`src/rtl/nexys_starship_pkg.sv`:
```
// Shared encodings for the starship game: FSM states, position indices and the
// 4-bit position vector used by the spawn scheduler and the position SMs.
package nexys_starship_pkg;

   localparam int POS_W = 4;
   localparam int TOP   = 0;
   localparam int BTM   = 1;
   localparam int LEFT  = 2;
   localparam int RIGHT = 3;

   localparam logic [2:0] ST_IDLE     = 3'd0;
   localparam logic [2:0] ST_COOLDOWN = 3'd1;
   localparam logic [2:0] ST_ARB      = 3'd2;
   localparam logic [2:0] ST_SPAWN    = 3'd3;
   localparam logic [2:0] ST_HALT     = 3'd4;

   typedef logic [POS_W-1:0] pos_vec_t;

   function automatic logic [2:0] popcnt4(input pos_vec_t v);
      return 3'(v[TOP]) + 3'(v[BTM]) + 3'(v[LEFT]) + 3'(v[RIGHT]);
   endfunction

   // Index of a one-hot position vector; only meaningful when v is one-hot.
   function automatic logic [1:0] oh2idx(input pos_vec_t v);
      logic [1:0] idx;
      idx = 2'(TOP);
      if (v[BTM])   idx = 2'(BTM);
      if (v[LEFT])  idx = 2'(LEFT);
      if (v[RIGHT]) idx = 2'(RIGHT);
      return idx;
   endfunction

endpackage

```
`src/rtl/nexys_starship_spawn_sched_if.sv`:
```
// Position bus between the spawn scheduler (master) and the monster position SMs.
interface nexys_starship_spawn_sched_if;
   import nexys_starship_pkg::*;

   pos_vec_t   rand_req;
   pos_vec_t   monster_clear;
   pos_vec_t   spawn;
   pos_vec_t   active;
   logic [2:0] active_cnt;
   logic       sched_full;

   modport master (
      input  rand_req, monster_clear,
      output spawn, active, active_cnt, sched_full
   );
   modport slave (
      output rand_req, monster_clear,
      input  spawn, active, active_cnt, sched_full
   );
endinterface

```
`src/rtl/nexys_starship_rr_arb4.sv`:
```
// Four-way round-robin arbiter: first requester at or after ptr wins (one-hot).
module nexys_starship_rr_arb4
   import nexys_starship_pkg::*;
(
   input  pos_vec_t   req,
   input  logic [1:0] ptr,
   output pos_vec_t   gnt
);
   logic [1:0] idx;
   logic       found;

   always_comb begin
      gnt   = '0;
      found = 1'b0;
      idx   = '0;
      for (int i = 0; i < POS_W; i++) begin
         idx = ptr + 2'(i);
         if (!found && req[idx]) begin
            gnt[idx] = 1'b1;
            found    = 1'b1;
         end
      end
   end
endmodule

```
`src/rtl/nexys_starship_spawn_sched.sv`:
```
// Monster spawn scheduler: tick-driven cooldown, round-robin grant over free positions.
// Define STARSHIP_SPAWN_ESCALATE_EN to shorten the cooldown every 8 spawns.
module nexys_starship_spawn_sched
   import nexys_starship_pkg::*;
#(
   parameter int SPAWN_INTERVAL = 16,
   parameter int MAX_ACTIVE     = 2
) (
   input  logic Clk,
   input  logic Reset,
   input  logic tick,
   input  logic play_flag,
   input  logic game_over,
   nexys_starship_spawn_sched_if.master pos
);
   logic [2:0] state;
   logic [7:0] cooldown;
   logic [7:0] reload;
   logic [1:0] rr_ptr;
   pos_vec_t   spawn_r, active_r, eligible, grant;
   logic [2:0] active_cnt;
   logic       full;

`ifdef STARSHIP_SPAWN_ESCALATE_EN
   logic [1:0] level;
   logic [2:0] spawn_cnt;
   assign reload = 8'(SPAWN_INTERVAL) >> level;
`else
   assign reload = 8'(SPAWN_INTERVAL);
`endif

   assign active_cnt     = popcnt4(active_r);
   assign full           = (active_cnt == 3'(MAX_ACTIVE));
   assign eligible       = pos.rand_req & ~active_r;
   assign pos.spawn      = spawn_r;
   assign pos.active     = active_r;
   assign pos.active_cnt = active_cnt;
   assign pos.sched_full = full;

   nexys_starship_rr_arb4 u_arb (.req(eligible), .ptr(rr_ptr), .gnt(grant));

   always_ff @(posedge Clk) begin
      if (!Reset) begin
         state    <= ST_IDLE;
         spawn_r  <= '0;
         active_r <= '0;
         rr_ptr   <= 2'(TOP);
         cooldown <= '0;
`ifdef STARSHIP_SPAWN_ESCALATE_EN
         level     <= '0;
         spawn_cnt <= '0;
`endif
      // From IDLE with play low there is nothing to halt; HALT would exit at once.
      end else if (game_over && state != ST_HALT && (state != ST_IDLE || play_flag)) begin
         state    <= ST_HALT;
         spawn_r  <= '0;
         active_r <= '0;
      end else if (!play_flag && state != ST_HALT) begin
         state    <= ST_IDLE;
         spawn_r  <= '0;
         active_r <= '0;
      end else begin
         spawn_r  <= '0;
         active_r <= active_r & ~pos.monster_clear;
         case (state)
            ST_IDLE: begin
               state    <= ST_COOLDOWN;
               cooldown <= 8'(SPAWN_INTERVAL);
`ifdef STARSHIP_SPAWN_ESCALATE_EN
               level     <= '0;
               spawn_cnt <= '0;
`endif
            end
            ST_COOLDOWN: begin
               if (cooldown == '0) begin
                  state <= ST_ARB;
               end else if (tick) begin
                  cooldown <= cooldown - 8'd1;
                  if (cooldown == 8'd1) state <= ST_ARB;
               end
            end
            // Decision uses registered active/count; a clear this cycle helps next cycle.
            ST_ARB: begin
               if (eligible != '0 && !full) begin
                  spawn_r  <= grant;
                  active_r <= (active_r & ~pos.monster_clear) | grant;
                  rr_ptr   <= oh2idx(grant) + 2'd1;
                  state    <= ST_SPAWN;
`ifdef STARSHIP_SPAWN_ESCALATE_EN
                  spawn_cnt <= spawn_cnt + 3'd1;
                  if (spawn_cnt == 3'd7 && level != 2'd3) level <= level + 2'd1;
`endif
               end
            end
            ST_SPAWN: begin
               state    <= ST_COOLDOWN;
               cooldown <= reload;
            end
            ST_HALT: begin
               if (!play_flag) state <= ST_IDLE;
            end
            default: state <= ST_IDLE;
         endcase
      end
   end
endmodule

```
`src/flat_wrapper.sv`:
```
// flat-port wrapper written by rule: the top's interface ports become plain ports
module nexys_starship_spawn_sched_flat import nexys_starship_pkg::*;
#(
   parameter int SPAWN_INTERVAL = 16,
   parameter int MAX_ACTIVE     = 2
)
  (Clk, Reset, tick, play_flag, game_over, pos_rand_req, pos_monster_clear, pos_spawn, pos_active, pos_active_cnt, pos_sched_full);
  nexys_starship_spawn_sched_if pos_i ();
  input  logic Clk;
  input  logic Reset;
  input  logic tick;
  input  logic play_flag;
  input  logic game_over;
  input wire logic [$bits(pos_i.rand_req)-1:0] pos_rand_req;
  input wire logic [$bits(pos_i.monster_clear)-1:0] pos_monster_clear;
  output wire logic [$bits(pos_i.spawn)-1:0] pos_spawn;
  output wire logic [$bits(pos_i.active)-1:0] pos_active;
  output wire logic [$bits(pos_i.active_cnt)-1:0] pos_active_cnt;
  output wire logic [$bits(pos_i.sched_full)-1:0] pos_sched_full;
  assign pos_i.rand_req = pos_rand_req;
  assign pos_i.monster_clear = pos_monster_clear;
  assign pos_spawn = pos_i.spawn;
  assign pos_active = pos_i.active;
  assign pos_active_cnt = pos_i.active_cnt;
  assign pos_sched_full = pos_i.sched_full;
  nexys_starship_spawn_sched #(.SPAWN_INTERVAL(SPAWN_INTERVAL), .MAX_ACTIVE(MAX_ACTIVE)) u_core (.Clk(Clk), .Reset(Reset), .tick(tick), .play_flag(play_flag), .game_over(game_over), .pos(pos_i));
endmodule
```
`config.mk`:
```
export PLATFORM = sky130hd
export DESIGN_NAME = nexys_starship_spawn_sched_flat
export DESIGN_NICKNAME = d
export VERILOG_FILES = /design/src/rtl/nexys_starship_pkg.sv /design/src/rtl/nexys_starship_spawn_sched_if.sv /design/src/rtl/nexys_starship_rr_arb4.sv /design/src/rtl/nexys_starship_spawn_sched.sv /design/src/flat_wrapper.sv
export SDC_FILE = /design/constraint.sdc
export NUM_CORES = 1
export LEC_CHECK = 0
export CAP_MARGIN = 15
export CORE_AREA = 2 2 71 73
export CTS_CLUSTER_DIAMETER = 120
export DETAILED_ROUTE_END_ITERATION = 6
export DIE_AREA = 0 0 73 75
export GPL_ROUTABILITY_DRIVEN = 0
export SYNTH_ARGS = -nofsm -noshare
export SYNTH_HDL_FRONTEND = slang
export SYNTH_SLANG_ARGS = --single-unit
```
`constraint.sdc`:
```
create_clock -name Clk -period 2.8 [get_ports Clk]
set_input_delay 0.28 -clock Clk [delete_from_list [all_inputs] [get_ports Clk]]
set_output_delay 0.28 -clock Clk [all_outputs]
set_load 0.02 [all_outputs]
```
; Yosys cells after proc, flatten, opt, wreduce, memory -nomap -nowiden
; Index checks and enable logic that the tools add are counted.
[totals]
out_inout_bits = 12
ff_bits = 21
input_bits = 13
[op_classes]
bitwise_logic = 13
muxes = 44
addsub = 8
n_eq_ne = 17
reduce_logical = 29
order_cmp = 8
[op_table]
columns = operator, count
row1 = 2-to-1 mux 4 bit, 6
row2 = 2-to-1 mux 3 bit, 7
row3 = 2-to-1 mux 8 bit, 2
row4 = OR 4 bit, 4
row5 = case mux 8 bit (2 select lines), 1
row6 = 2-to-1 mux 2 bit, 7
row7 = "< comparator 2 x 3 -> 1 bit, second input constant", 4
row8 = 2-to-1 mux 1 bit, 12
row9 = case mux 3 bit (4 select lines), 1
row10 = AND reduction 4 bit, 3
row11 = logical AND 1 bit, 11
row12 = "equality test 3 x 2 -> 1 bit, second input constant", 3
row13 = bitwise AND 4 bit, 2
row14 = binary-select mux 1 bit (select 2 bit), 4
row15 = demux 1 bit (select 2 bit), 4
row16 = "equality test 8 x 1 -> 1 bit, second input constant", 1
row17 = "greater-or-equal comparator 2 x 1 -> 1 bit, second input constant", 4
row18 = zero test 8 bit, 1
row19 = NOT 4 bit, 2
row20 = "subtractor 8 x 1 -> 8 bit, second input constant", 1
row21 = adder 3 x 1 -> 3 bit, 2
row22 = "!= test 2 bit, second input constant", 3
row23 = zero test 1 bit, 5
row24 = "!= test 5 x 1 -> 1 bit, second input constant", 1
row25 = other kinds (22), 28

; Logic depth before layout (Yosys ltp)
[depth]
depth_word = 23
mapped_depth = 9
ltp_nobuf = 9

; Modules after synthesis
; From an unflattened synthesis, not the netlist that was laid out.
[hier_totals]
cells_unflattened = 166
area_unflattened_um2 = 1508.9
[modules_own_cells]
columns = module, instances, area_each_um2, seq_area_each_um2, cells_each
row1 = nexys_starship_spawn_sched, 1, 1171.1, 420.4, 130
row2 = nexys_starship_rr_arb4, 1, 337.8, 0.0, 36

; Least setup slack after synthesis
; No wires, ideal clock.
[synth_timing]
path_type = reg2reg
startpoint = register u_core.active_r[1], in the netlist u_core.pos.active[1]
endpoint = register u_core.active_r[0], in the netlist u_core.pos.active[0]
arrival_ns = 2.935
required_time_ns = 2.680
stages_incl_launch_ff = 10
setup_slack_ns = -0.255
setup_ns = 0.120
n_path_buf = 0
cell_sequence = dfxtp_1 -> ha_1 -> fa_1 -> ha_1 -> nor3b_1 -> a31oi_1 -> and3_1 -> nand2_1 -> a21oi_1 -> or2_1
[synth_lines]
columns = item, line_no
row1 = from (decl), nexys_starship_spawn_sched.sv:20  ; pos_vec_t spawn_r, active_r, eligible, grant;
row2 = from (signal assigned), nexys_starship_spawn_sched.sv:64  ; active_r <= active_r & ~pos.monster_clear;
row3 = from (signal assigned), nexys_starship_spawn_sched.sv:86  ; active_r <= (active_r & ~pos.monster_clear) | grant;
row4 = adder 1 x 1 -> 2 bit, nexys_starship_pkg.sv:20  ; return 3'(v[TOP]) + 3'(v[BTM]) + 3'(v[LEFT]) + 3'(v[RIGHT]);
row5 = adder 3 x 1 -> 3 bit (2 in series), nexys_starship_pkg.sv:20
row6 = net pos_active_cnt[1], flat_wrapper.sv:18  ; output wire logic [$bits(pos_i.active_cnt)-1:0] pos_active_cnt;
row7 = equality test 3 x 2 -> 1 bit, nexys_starship_spawn_sched.sv:33  ; assign full = (active_cnt == 3'(MAX_ACTIVE));
row8 = net pos_sched_full, flat_wrapper.sv:19  ; output wire logic [$bits(pos_i.sched_full)-1:0] pos_sched_full;
row9 = zero test 1 bit, nexys_starship_spawn_sched.sv:84  ; if (eligible != '0 && !full) begin
row10 = logical AND 1 bit, nexys_starship_spawn_sched.sv:84
row11 = 2-to-1 mux 4 bit, nexys_starship_spawn_sched.sv:84
row12 = 2-to-1 mux 4 bit, nexys_starship_spawn_sched.sv:65  ; case (state)
; The timed path passes the listed nets, and every way through them passes these cells. The select of a mux whose other input is x is not followed.
; A chain may end at the register's enable or synchronous reset.

; Worst setup path in the final report
[layout_timing]
startpoint = register u_core.active_r[0], in the netlist u_core.pos.active[0]
endpoint = register u_core.active_r[0], in the netlist u_core.pos.active[0]
[layout_between]
elab_chain_len = 17
[layout_rtl]
columns = item, line_no
row1 = NOT 4 bit, nexys_starship_spawn_sched.sv:34  ; assign eligible = pos.rand_req & ~active_r;
row2 = bitwise AND 4 bit, nexys_starship_spawn_sched.sv:34
row3 = binary-select mux 1 bit (select 2 bit), nexys_starship_rr_arb4.sv:18  ; if (!found && req[idx]) begin
row4 = 2-to-1 mux 1 bit (implied by the code), nexys_starship_rr_arb4.sv:18
row5 = 2-to-1 mux 1 bit, nexys_starship_rr_arb4.sv:18
row6 = zero test 1 bit, nexys_starship_rr_arb4.sv:18
row7 = logical AND 1 bit, nexys_starship_rr_arb4.sv:18
row8 = 2-to-1 mux 1 bit, nexys_starship_rr_arb4.sv:18
row9 = zero test 1 bit, nexys_starship_rr_arb4.sv:18
row10 = logical AND 1 bit, nexys_starship_rr_arb4.sv:18
row11 = 2-to-1 mux 1 bit, nexys_starship_rr_arb4.sv:18
row12 = zero test 1 bit, nexys_starship_rr_arb4.sv:18
row13 = logical AND 1 bit, nexys_starship_rr_arb4.sv:18
row14 = 2-to-1 mux 4 bit, nexys_starship_rr_arb4.sv:18
row15 = OR 4 bit, nexys_starship_spawn_sched.sv:86
row16 = 2-to-1 mux 4 bit, nexys_starship_spawn_sched.sv:84
row17 = 2-to-1 mux 4 bit *, nexys_starship_spawn_sched.sv:65
; Every way passes the cells marked *; elsewhere a longest branch is shown, timed or not. The select of a mux whose other input is x is not followed.

==> impl_metrics.tcl <==
set metrics [dict create \
    insertion_delay_ps 250 \
    grt_max_degree 15 \
    num_antenna_cells 0 \
    synth_ff_type "dfxtp_1" \
    setup_violations 0 \
    fin_crit_ps 2630 \
    hold_class "register to register" \
    setup_tns_ps 0 \
    slew_headroom_pct 39.3 \
    ys_ff_latch 21 \
    dpl.hpwl_mm 2.38 \
    fin_crit_sh_pct 94.0 \
    synth_top_family_by_area "simple AND/OR/NAND/NOR gates" \
    cts_root_buf "clkbuf_8" \
    crit_arrival_ps 2840 \
    synthesis.area_um2 1350 \
    clkPwrFrac_pct 30.4 \
    powerDensity_nw_per_um2 364 \
    yosys.area_share.simple_pct 30.1 \
    grt_overflow 0 \
    worstSetupStartpointType "register" \
    die_h_um 75 \
    dr.pass1.iters 4 \
    viasPerCell 5.10 \
    synth.area.mux_share_pct 1.67 \
    synth-compound-area-share_pct 15.4 \
    cts.sinks 21 \
    reg2reg_depth 9 \
    async_flop_share_pct 0 \
    worst-setup-path-type "register to register" \
    seq_area_frac_synth_pct 31.1 \
    drive_gt1_share_pct 11.5 \
    avgSynthCellArea_um2 9.00 \
    num_vias 1203 \
    grt_pass1_vias 1110 \
    cp_max_fo 7 \
    end_kind "register" \
    cts_max_path_buffers 2 \
    wl_per_cell_um 13.1 \
    cts_buffers 3 \
    drtAntennaViolNets 0 \
    required_ps 3000 \
    combPwrFrac_pct 18.4 \
    final_nets 210 \
    rsz0062_at_grt "no" \
    fp.dieW_um 73 \
    remaining_drc_errors 0 \
    hold_viol_final 0 \
    dieArea_um2 5480 \
    p_sw_share_pct 26.3 \
    p_int_uw 468 \
    wirelength_mm 3.09 \
    drv_cap 0 \
    cts_tree "built" \
    synth_adder_area_share_pct 13.5 \
    outcome "finished, final reports clean" \
    seq_power_share_pct 51.1 \
    synth_xor_area_share_pct 4.54 \
    antenna_found_initial 0 \
    port_buffers 24 \
    slew_viol_final 0 \
    synth_edf_count 0 \
    cts_max_level 1 \
    boundaryPins 25 \
    synth_fp_nets 177 \
    timing.hold.ws_ps 507 \
    whs_path_depth 1 \
    peakVddDrop_mv 0.237 \
    synth.distinct_cells 41 \
    leakage_uw 0.000673 \
    syn_inst 150 \
    worst_slew_pin_slew_ps 898 \
    design.core.area_um2 4660 \
    rows 25 \
    post_cts_buffers 0 \
    grt_usage_pct 11.7 \
    grt_pass1_wl_mm 5.04 \
    area_growth_pct 29.2 \
    first_iter_violations 48 \
    fmax_mhz 380 \
    skew_ps 1.96 \
    p_sw_uw 167 \
    synth_warnings 0 \
    clkTransAtPathRegs_ps 70 \
    start_util_pct 29.0 \
]
[state kept, by name, summed over array words and instances, names as in the netlist]
name	cells
u_core.pos.active	4
u_core.cooldown	8
u_core.state	3
u_core.pos.spawn	4
u_core.rr_ptr	2
[path summary, 6_finish.rpt]
| check | startpoint | end | slack [ps] |
|---|---|---|---|
| min | u_core.state[2]$_SDFFE_PN0P_ | u_core.state[0]$_SDFFE_PP0P_ | 510 |
| min reg2reg | u_core.state[2]$_SDFFE_PN0P_ | u_core.state[0]$_SDFFE_PP0P_ | 510 |
| max | u_core.pos.active[0]$_SDFF_PP0_ | u_core.pos.active[0]$_SDFF_PP0_ | 170 |
| max reg2reg | u_core.pos.active[0]$_SDFF_PP0_ | u_core.pos.active[0]$_SDFF_PP0_ | 170 |
[cell families after synthesis]
| group | Yosys count |
|---|---|
| simple gates | 73 |
| compound gates | 25 |
| flops | 21 |
| fa+ha+maj | 14 |
| buf+inv | 9 |
| xor+xnor | 7 |
| mux | 1 |
[per-layer routing]
layer / GRT usage, % / vias to the layer above / wire length, um
li1: - / 608 / -
met4: 4.32 / 0 / 26
met2: 19.0 / 34 / 1460
met3: 1.20 / 2 / 157
met1: 16.0 / 559 / 1440
met5: 0 / - / 0
[synthesized netlist by cell type, drive strengths merged (2+ instances only)]
master / number / area share, %
nor2: 21 / 5.8
a22o: 3 / 1.9
nor2b: 9 / 4.5
nand2: 7 / 1.9
o22ai: 2 / 0.93
inv: 7 / 1.9
dfxtp: 21 / 31
a211oi: 2 / 1.5
nand2b: 5 / 2.3
and2: 2 / 0.93
xor2: 6 / 3.9
nor4bb: 2 / 1.5
nor3: 9 / 3.7
and3: 2 / 0.93
nand3: 4 / 1.5
ha: 13 / 12
a21oi: 4 / 1.5
nor3b: 4 / 2.2
o21ai: 2 / 0.74
nand4: 2 / 0.93
a221oi: 3 / 3.3
o32ai: 3 / 1.9
buf: 2 / 1.7
[final cells by class]
| type | instances | area, um^2 |
|---|---|---|
| clock inverters | 1 | 5.00 |
| flip-flops and latches | 21 | 420 |
| repair buffers | 30 | 288 |
| inverters | 7 | 26.3 |
| clock buffers | 3 | 41.3 |
| multi-input cells | 120 | 896 |
| fillers | 485 | 2920 |
| well taps | 54 | 67.6 |
[what timing repair did]
item,in CTS,in global routing
endpoints found under the setup margin,0,2
hold buffers,0,0
gates resized for setup,0,2
[per-stage QoR]
stage	setup WS, ps	cell area, um^2	instances	power, uW	util, %
6_report	167	1740	236	635	37.4
5_1_grt	37.8	1740	236	678	37.4
4_1_cts	30.9	1740	236	651	37.3
3_5_place_dp	171	1690	232	447	36.3
2_1_floorplan	59.8	1360	150	408	-
3_3_place_gp	184	1690	232	447	36.3
[layout by cell type (no fill, tap or decap), types with 2 or more instances in the layout]
| master | synthesis | routed |
|---|---|---|
| a21oi_1 | 4 | 3 |
| a221oi_2 | 3 | 3 |
| a22o_1 | 3 | 3 |
| and2_1 | 2 | 2 |
| and3_1 | 2 | 2 |
| buf_4 | 0 | 6 |
| clkbuf_8 | 0 | 3 |
| clkdlybuf4s50_1 | 0 | 23 |
| dfxtp_1 | 21 | 21 |
| ha_1 | 13 | 13 |
| inv_1 | 7 | 7 |
| nand2_1 | 7 | 7 |
| nand2b_1 | 5 | 5 |
| nand3_1 | 4 | 4 |
| nand4_1 | 2 | 2 |
| nor2_1 | 21 | 21 |
| nor2b_1 | 7 | 7 |
| nor2b_2 | 2 | 2 |
| nor3_1 | 8 | 8 |
| nor3b_1 | 4 | 3 |
| nor4bb_1 | 2 | 2 |
| o21ai_0 | 2 | 2 |
| o22ai_1 | 2 | 2 |
| o32ai_1 | 3 | 3 |
| xor2_1 | 6 | 6 |
[critical path: stages (launching register included)]
cell	delay, ps
dfxtp_1	420
ha_1	270
fa_1	360
ha_1	290
nor3b_4	160
a31oi_1	290
and3_1	270
nand2_1	200
a21oi_2	200
or2_1	110
[power groups by stage]
| stage | Combinational (uW) | Sequential [uW] | Clock [uW] |
|---|---|---|---|
| floorplan | 78.6 | 329 | 0 |
| global placement | 115 | 332 | 0 |
| detailed placement | 116 | 331 | 0 |
| CTS | 117 | 325 | 209 |
| global route | 131 | 327 | 220 |
| finish | 117 | 325 | 193 |
(Power assumes the default switching activity.)
